--- config.mk ---
export PLATFORM = sky130hd
export DESIGN_NAME = rf_write_arbiter
export DESIGN_NICKNAME = d
export VERILOG_FILES = /design/src/rtl/rf_write_arbiter.sv
export SDC_FILE = /design/constraint.sdc
export NUM_CORES = 1
export LEC_CHECK = 0
export BUFFER_PORTS_ARGS = -buffer_cell sky130_fd_sc_hd__buf_4
export CAP_MARGIN = 30
export CORE_ASPECT_RATIO = 0.6
export CORE_MARGIN = 2
export CORE_UTILIZATION = 41
export DETAILED_ROUTE_END_ITERATION = 7
export GPL_ROUTABILITY_DRIVEN = 0
export PLACE_DENSITY = 0.77
export RECOVER_POWER = 25
export SETUP_SLACK_MARGIN = 0.2
export SLEW_MARGIN = 20
export SYNTH_ARGS = -nofsm -noshare
export SYNTH_HDL_FRONTEND = slang
export SYNTH_SLANG_ARGS = --single-unit
--- constraint.sdc ---
create_clock -name clock -period 6.9 [get_ports clock]
set_input_delay 1.38 -clock clock [delete_from_list [all_inputs] [get_ports clock]]
set_output_delay 1.38 -clock clock [all_outputs]
set_load 0.01 [all_outputs]
--- src/rtl/rf_write_arbiter.sv ---
// Register-file write port arbiter: pipeline writeback always wins, the multi-cycle unit and
// debug port share the remaining slots round-robin, and starving requesters stall the pipeline.
module rf_write_arbiter #(
   parameter int STARVE_LIMIT = 7
) (
   input  logic        clock,
   input  logic        reset,
   input  logic        wb_we,
   input  logic [4:0]  wb_addr,
   input  logic [31:0] wb_data,
   input  logic        md_req,
   input  logic [4:0]  md_addr,
   input  logic [31:0] md_data,
   output logic        md_ack,
   input  logic        dbg_req,
   input  logic [4:0]  dbg_addr,
   input  logic [31:0] dbg_data,
   output logic        dbg_ack,
   output logic        rf_we,
   output logic [4:0]  rf_addr,
   output logic [31:0] rf_data,
   output logic        stall
);

   localparam logic [2:0] LIMIT = 3'(STARVE_LIMIT);

   typedef enum logic [1:0] {G_NONE, G_WB, G_MD, G_DBG} grant_t;
   typedef enum logic {RUN, STALL} state_t;

   state_t      state, state_nxt;
   grant_t      grant;
   logic        ptr_dbg;
   logic [2:0]  md_wait, dbg_wait, md_wait_nxt, dbg_wait_nxt;
   logic        md_elig, dbg_elig;
   logic [4:0]  wr_addr;
   logic [31:0] wr_data;
   logic        wr_en;

   // A held request is not eligible in the cycle its ack is visible, so it is never granted twice.
   assign md_elig  = md_req  & ~md_ack;
   assign dbg_elig = dbg_req & ~dbg_ack;

   always_comb begin
      grant = G_NONE;
      if (wb_we)                  grant = G_WB;
      else if (md_elig && dbg_elig) grant = ptr_dbg ? G_DBG : G_MD;
      else if (md_elig)           grant = G_MD;
      else if (dbg_elig)          grant = G_DBG;
   end

   always_comb begin
      wr_addr = '0;
      wr_data = '0;
      case (grant)
         G_WB:  begin wr_addr = wb_addr;  wr_data = wb_data;  end
         G_MD:  begin wr_addr = md_addr;  wr_data = md_data;  end
         G_DBG: begin wr_addr = dbg_addr; wr_data = dbg_data; end
         default: ;
      endcase
   end

   // Register 0 is hardwired: the grant still completes, but nothing is written.
   assign wr_en = (grant != G_NONE) && (wr_addr != 5'd0);

   always_comb begin
      md_wait_nxt = '0;
      if (md_req && grant != G_MD)
         md_wait_nxt = (md_wait == LIMIT) ? LIMIT : md_wait + 3'd1;
      dbg_wait_nxt = '0;
      if (dbg_req && grant != G_DBG)
         dbg_wait_nxt = (dbg_wait == LIMIT) ? LIMIT : dbg_wait + 3'd1;
   end

   always_comb begin
      state_nxt = state;
      case (state)
         RUN:
            if ((md_wait == LIMIT && grant != G_MD) || (dbg_wait == LIMIT && grant != G_DBG))
               state_nxt = STALL;
         STALL:
            if (md_wait_nxt != LIMIT && dbg_wait_nxt != LIMIT)
               state_nxt = RUN;
         default: state_nxt = RUN;
      endcase
   end

   always_ff @(posedge clock) begin
      if (reset) begin
         state    <= RUN;
         ptr_dbg  <= 1'b0;
         md_wait  <= '0;
         dbg_wait <= '0;
         md_ack   <= 1'b0;
         dbg_ack  <= 1'b0;
         rf_we    <= 1'b0;
         rf_addr  <= '0;
         rf_data  <= '0;
      end else begin
         state    <= state_nxt;
         md_wait  <= md_wait_nxt;
         dbg_wait <= dbg_wait_nxt;
         md_ack   <= (grant == G_MD);
         dbg_ack  <= (grant == G_DBG);
         rf_we    <= wr_en;
         if (grant == G_MD)       ptr_dbg <= 1'b1;
         else if (grant == G_DBG) ptr_dbg <= 1'b0;
         if (wr_en) begin
            rf_addr <= wr_addr;
            rf_data <= wr_data;
         end
      end
   end

   assign stall = (state == STALL);

endmodule

* Word-level counts from Yosys, hierarchy flattened
Index checks and enable logic that the tools add are counted.
Widths: inputs -> output; s select.
** Storage, ports and cells
- Register bits :: 48
- RAM bits :: 0
- Memories kept :: 0
- Input port bits :: 116
- Logic and storage cells :: 52
- Latch bits :: 0
- ROM bits :: 0
** Operators by class
- Div/mod/pow operators :: 0
- Bitwise operators :: 5
- Equality and inequality tests :: 9
- Mux-type cells :: 16
- Order comparisons :: 0
- Reductions and logical operators :: 11
- Add/sub/neg operators :: 2
- $mul :: 0
- Shift operators :: 0
** Operators with widths (count)
- $pmux 32 s3 :: 1
- $pmux 5 s3 :: 1
- $mux 3 :: 4
- $mux 2 :: 4
- $logic_and 1x1->1 :: 7
- $add 3x1->3 const B :: 2
- $eq 3x3->1 const B :: 2
- $ne 3x3->1 const B :: 2
- $mux 1 :: 5
- $reduce_bool 5->1 :: 1
- $eq 2x2->1 const B :: 2
- $ne 2x2->1 const B :: 2
- $reduce_bool 2->1 :: 2
- $not 1->1 :: 3
- $and 1x1->1 :: 2
- $eq 2x1->1 const B :: 1
- $pmux 1 s2 :: 1
- $logic_or 1x1->1 :: 1

* Longest topological paths before layout
- Word-level depth :: 13
- Depth in mapped cells :: 10
- Depth with buffers taken out :: 6

* Worst setup path before layout
Ideal clock, no wire load.
- Kind :: input port to flip-flop
- From :: in wb_we
- To :: reg rf_data[10]
- Setup slack :: 3747 ps
- Data required time :: 6815 ps
- Setup time :: 85 ps
- Stages :: 10
- Arrival time :: 3068 ps
- Path through :: or3b_4 a31oi_4 buf_6 a222oi_1 and2_4 buf_6 and2_4 buf_6 buf_6 o31ai_2
** On the way
- Longest elaborated chain between the ends :: 5
- Elaborated cells between the ends (all ways) :: 9
- Classes of those cells :: eq/ne: 3; mux: 3; reduce/logical: 3
** Ends and longest elaborated chain
- start, declared :: line 8 : input logic wb_we,
- $mux 2 (*) :: line 45 : if (wb_we) grant = G_WB;
- $eq 2x2->1 / $eq 2x1->1 (equally long branches) :: line 54 : case (grant)
- $pmux 5 s3 :: line 54
- $reduce_bool 5->1 :: line 63 : assign wr_en = (grant != G_NONE) && (wr_addr != 5'd0);
- $logic_and 1x1->1 :: line 63
- end signal, assigned :: line 109 : rf_data <= wr_data;
- end, declared :: line 21 : output logic [31:0] rf_data,
Mark *: on every way between the ends. The rest lies on a longest branch, timed or not.
A chain may end at the register's enable or synchronous reset.

==> key figures <==
STA
  • Slew HR: -120%
  • Slew of the pin with the lowest slew margin: around 3.3 ns
  • Fmax: 248 MHz
  • Slew Viols, Final: between 70 and 80
  • RSZ-0062 raised after global routing: false
  • Final Hold Vio Count: 0
  • Final setup fails: 0
  • Min Tclk post-route: 4.04 ns
  • Setup TNS: 0 ns
  • Clock Skew: 0.00269 ns
  • Tcrit/Tclk final: about three fifths

CTS
  • CTS Hold Bufs: 0
  • TritonCTS clock tree: done
  • Sink Count: between 40 and 50
  • CTS clock-pin slew for the worst setup and hold paths: 0.08 ns
  • Longest Clk Path Bufs: 2
  • Clk_lat worst skew: between 0.2 and 0.3 ns
  • H-tree depth: 2
  • Post-cts sizing count: 0
  • Clk root buf: clkbuf_8
  • Total CTS buffers: 5
  • Post-CTS setup buffer count: 0

Place
  • DP Cell Count: ~440
  • Dpl cell area: 3610 sq um
  • PortBufs: ~160
  • Post-DP HPWL: between 5000 and 6000 um

Floorplanning
  • I/O pin total: around 160
  • Initial Util: between 40 and 50%
  • Die height: between 60 and 70 um
  • Core area: approximately 5700 sq um
  • X dimension of the die: 105 um
  • Die Area: a little under 7000 sq um
  • Row count: 21

Detailed routing
  • WL/cell: around 17 um
  • 1st-iter DRT viols: around 230
  • Routed vias/inst: a little under 6
  • First-pass iteration count of the detailed router: 6
  • Routed Antenna Nets: 0
  • Final wirelength: 7480 um
  • Via count: between 2000 and 3000
  • DRC: 0

Worst setup path
  • Critical Path Start Type: primary input
  • Nature of the critical path endpoint: register
  • Type of the worst setup path: in2reg
  • Maximum fanout along the worst path: 76
  • CP arrival: a little over 4 ns
  • Required @ worst endpoint: approximately 7.0 ns

Logic synthesis
  • Yosys warns: 0
  • Mapped Cells: 231
  • Largest cells by area after synthesis: dfxtp_1 39%, a222oi_1 15%, o31ai_2 15%
  • Cell variety after synth: 32
  • Most instantiated library cell after synthesis: dfxtp_1
  • Top cell type's share of synthesized area: around 39%
  • Post-synth top area cell: dfxtp_1
  • Fraction of registers with async set or reset after synthesis: 0%
  • EDFF count, synth: 0
  • Mean Syn Cell Area: 10.8 sq um
  • Mapped Area: around 2500 sq um
  • #FFs+latches synth: 48
  • Sequential area share after synthesis: 38.6%
  • Post-synthesis net count: 349
  • Top FF cell, synth: dfxtp_1
  • Synth cell count leaders: 48 x dfxtp_1, 37 x a222oi_1, 32 x nand4b_1, 29 x o31ai_2, 23 x clkbuf_1

Power
  • Total Power: roughly 0.64 mW
  • Switching Share: 28.8%
  • Cell area power density: 178 nW/um^2
  • Sequential Power Share: around 48%
  • Pleak: approximately 1.5 nW
  • Clock Power Share: approximately a quarter
  • Max VDD drop: between 0.07 and 0.08 mV
  • Pint: approximately 0.46 mW
  • Sw Pwr: between 0.15 and 0.2 mW
  • Logic pwr share: about 28%

Cells and area
  • Ratio of cells with drive above 1 in the final layout: between 40% and 50%
  • Layout filler cell count: 494
  • NumNets Final: about 480
  • Area delta synth->final: 45.8%
  • Final Core Density: between 60% and 70%
  • N_diodes: 0
  • Layout Cells excl Fill: 445
  • Post-route cell area: around 3600 sq um

Run status
  • Status: finished with violations
  • Failing checks: max-capacitance violations, max-slew violations

Worst hold path
  • HP Class: reg2reg

Global route
  • First-pass GRT wire length: between 10000 and 15000 um
  • Met1 Track Usage GR: a little over a quarter
  • M2 GR Usage: 35.0%
  • Largest net degree at the start of global routing: between 70 and 80
  • Met3 GRT Util: slightly above 7%
  • Vias in the first global route: 2494
  • GRT Max-Usage Layer: met2
  • Initial antenna violation count: 0
  • GRT overflow: 0
  • Total track usage: 21.1%

Job
  • Max-cap violations: 1
## cell type report
| class | instances | area [sq um] | area share (%) |
|---|---|---|---|
| Multi-Input combinational cell | 149 | 1350 | 37.3 |
| Timing Repair Buffer | 159 | 1130 | 31.2 |
| Sequential cell | 48 | 961 | 26.5 |
| Tap cell | 80 | 100 | 2.76 |
| Inverter | 2 | 7.51 | 0.207 |
| Clock buffer | 6 | 72.6 | 2.00 |
| Clock inverter | 1 | 5.00 | 0.138 |
## layout by cell type, fill, tap and decap left out, types with 3 or more instances in the layout
cell      synthesis  final
buf_4             0    136
dfxtp_1          48     48
a222oi_1         37     37
nand4b_1         32     32
o31ai_2          29     29
clkbuf_1         23     23
a21oi_1          10     10
nor2_1            9      9
clkbuf_8          0      5
nand4_1           3      3
o31ai_1           3      3
## cells by family (layout without fill, tap and decap cells)
group           Yosys count  count (layout)  synth area share [%]
simple gates             61              61                  18.2
fa+ha+maj                 3               3                  1.41
buf+inv                  34             168                  7.33
compound gates           85              85                  34.5
flops                    48              48                  38.6
## registers in the layout, summed over array words and instances, names as in the netlist
register / count
rf_we: 1
ptr_dbg: 1
rf_addr: 5
dbg_ack: 1
md_wait: 3
md_ack: 1
dbg_wait: 3
rf_data: 32
stall: 1
## path summary, 6_finish.rpt
path | startpoint | cells after the start | slack, ns | to
worst max-delay path | reset | 3 | 2.86 | rf_data[16]
worst min-delay path | rf_addr[0] | 2 | 0.47 | rf_addr[0]
worst max register to register | ptr_dbg | 6 | 4.08 | rf_data[25]
worst min register to register | rf_addr[0] | 2 | 0.47 | rf_addr[0]
## critical path: stages
cell,delay [ns]
clkbuf_1,2.30
nand4b_1,0.32
o31ai_2,0.08
## per-stage QoR
step / hold WS, ns / setup WS, ns
floorplan: 0.428 / 3.75
global placement: 0.442 / 2.61
detailed placement: 0.465 / 2.48
CTS: 0.477 / 2.79
global route: 0.485 / 2.62
finish: 0.470 / 2.86
## power groups by stage
stage / registers (mW) / logic (mW) / clock network (mW)
6_report: 0.310 / 0.180 / 0.155
2_1_floorplan: 0.323 / 0.0861 / 0
5_1_grt: 0.312 / 0.194 / 0.171
3_5_place_dp: 0.316 / 0.185 / 0
4_1_cts: 0.310 / 0.185 / 0.160
3_3_place_gp: 0.316 / 0.182 / 0
## metal layers
metal	vias to the layer above	routed length, um
met3	4	683
met4	0	27
li1	1252	-
met1	1237	3340
met5	-	0
met2	120	3430
Power figures use the tool's default switching activity.
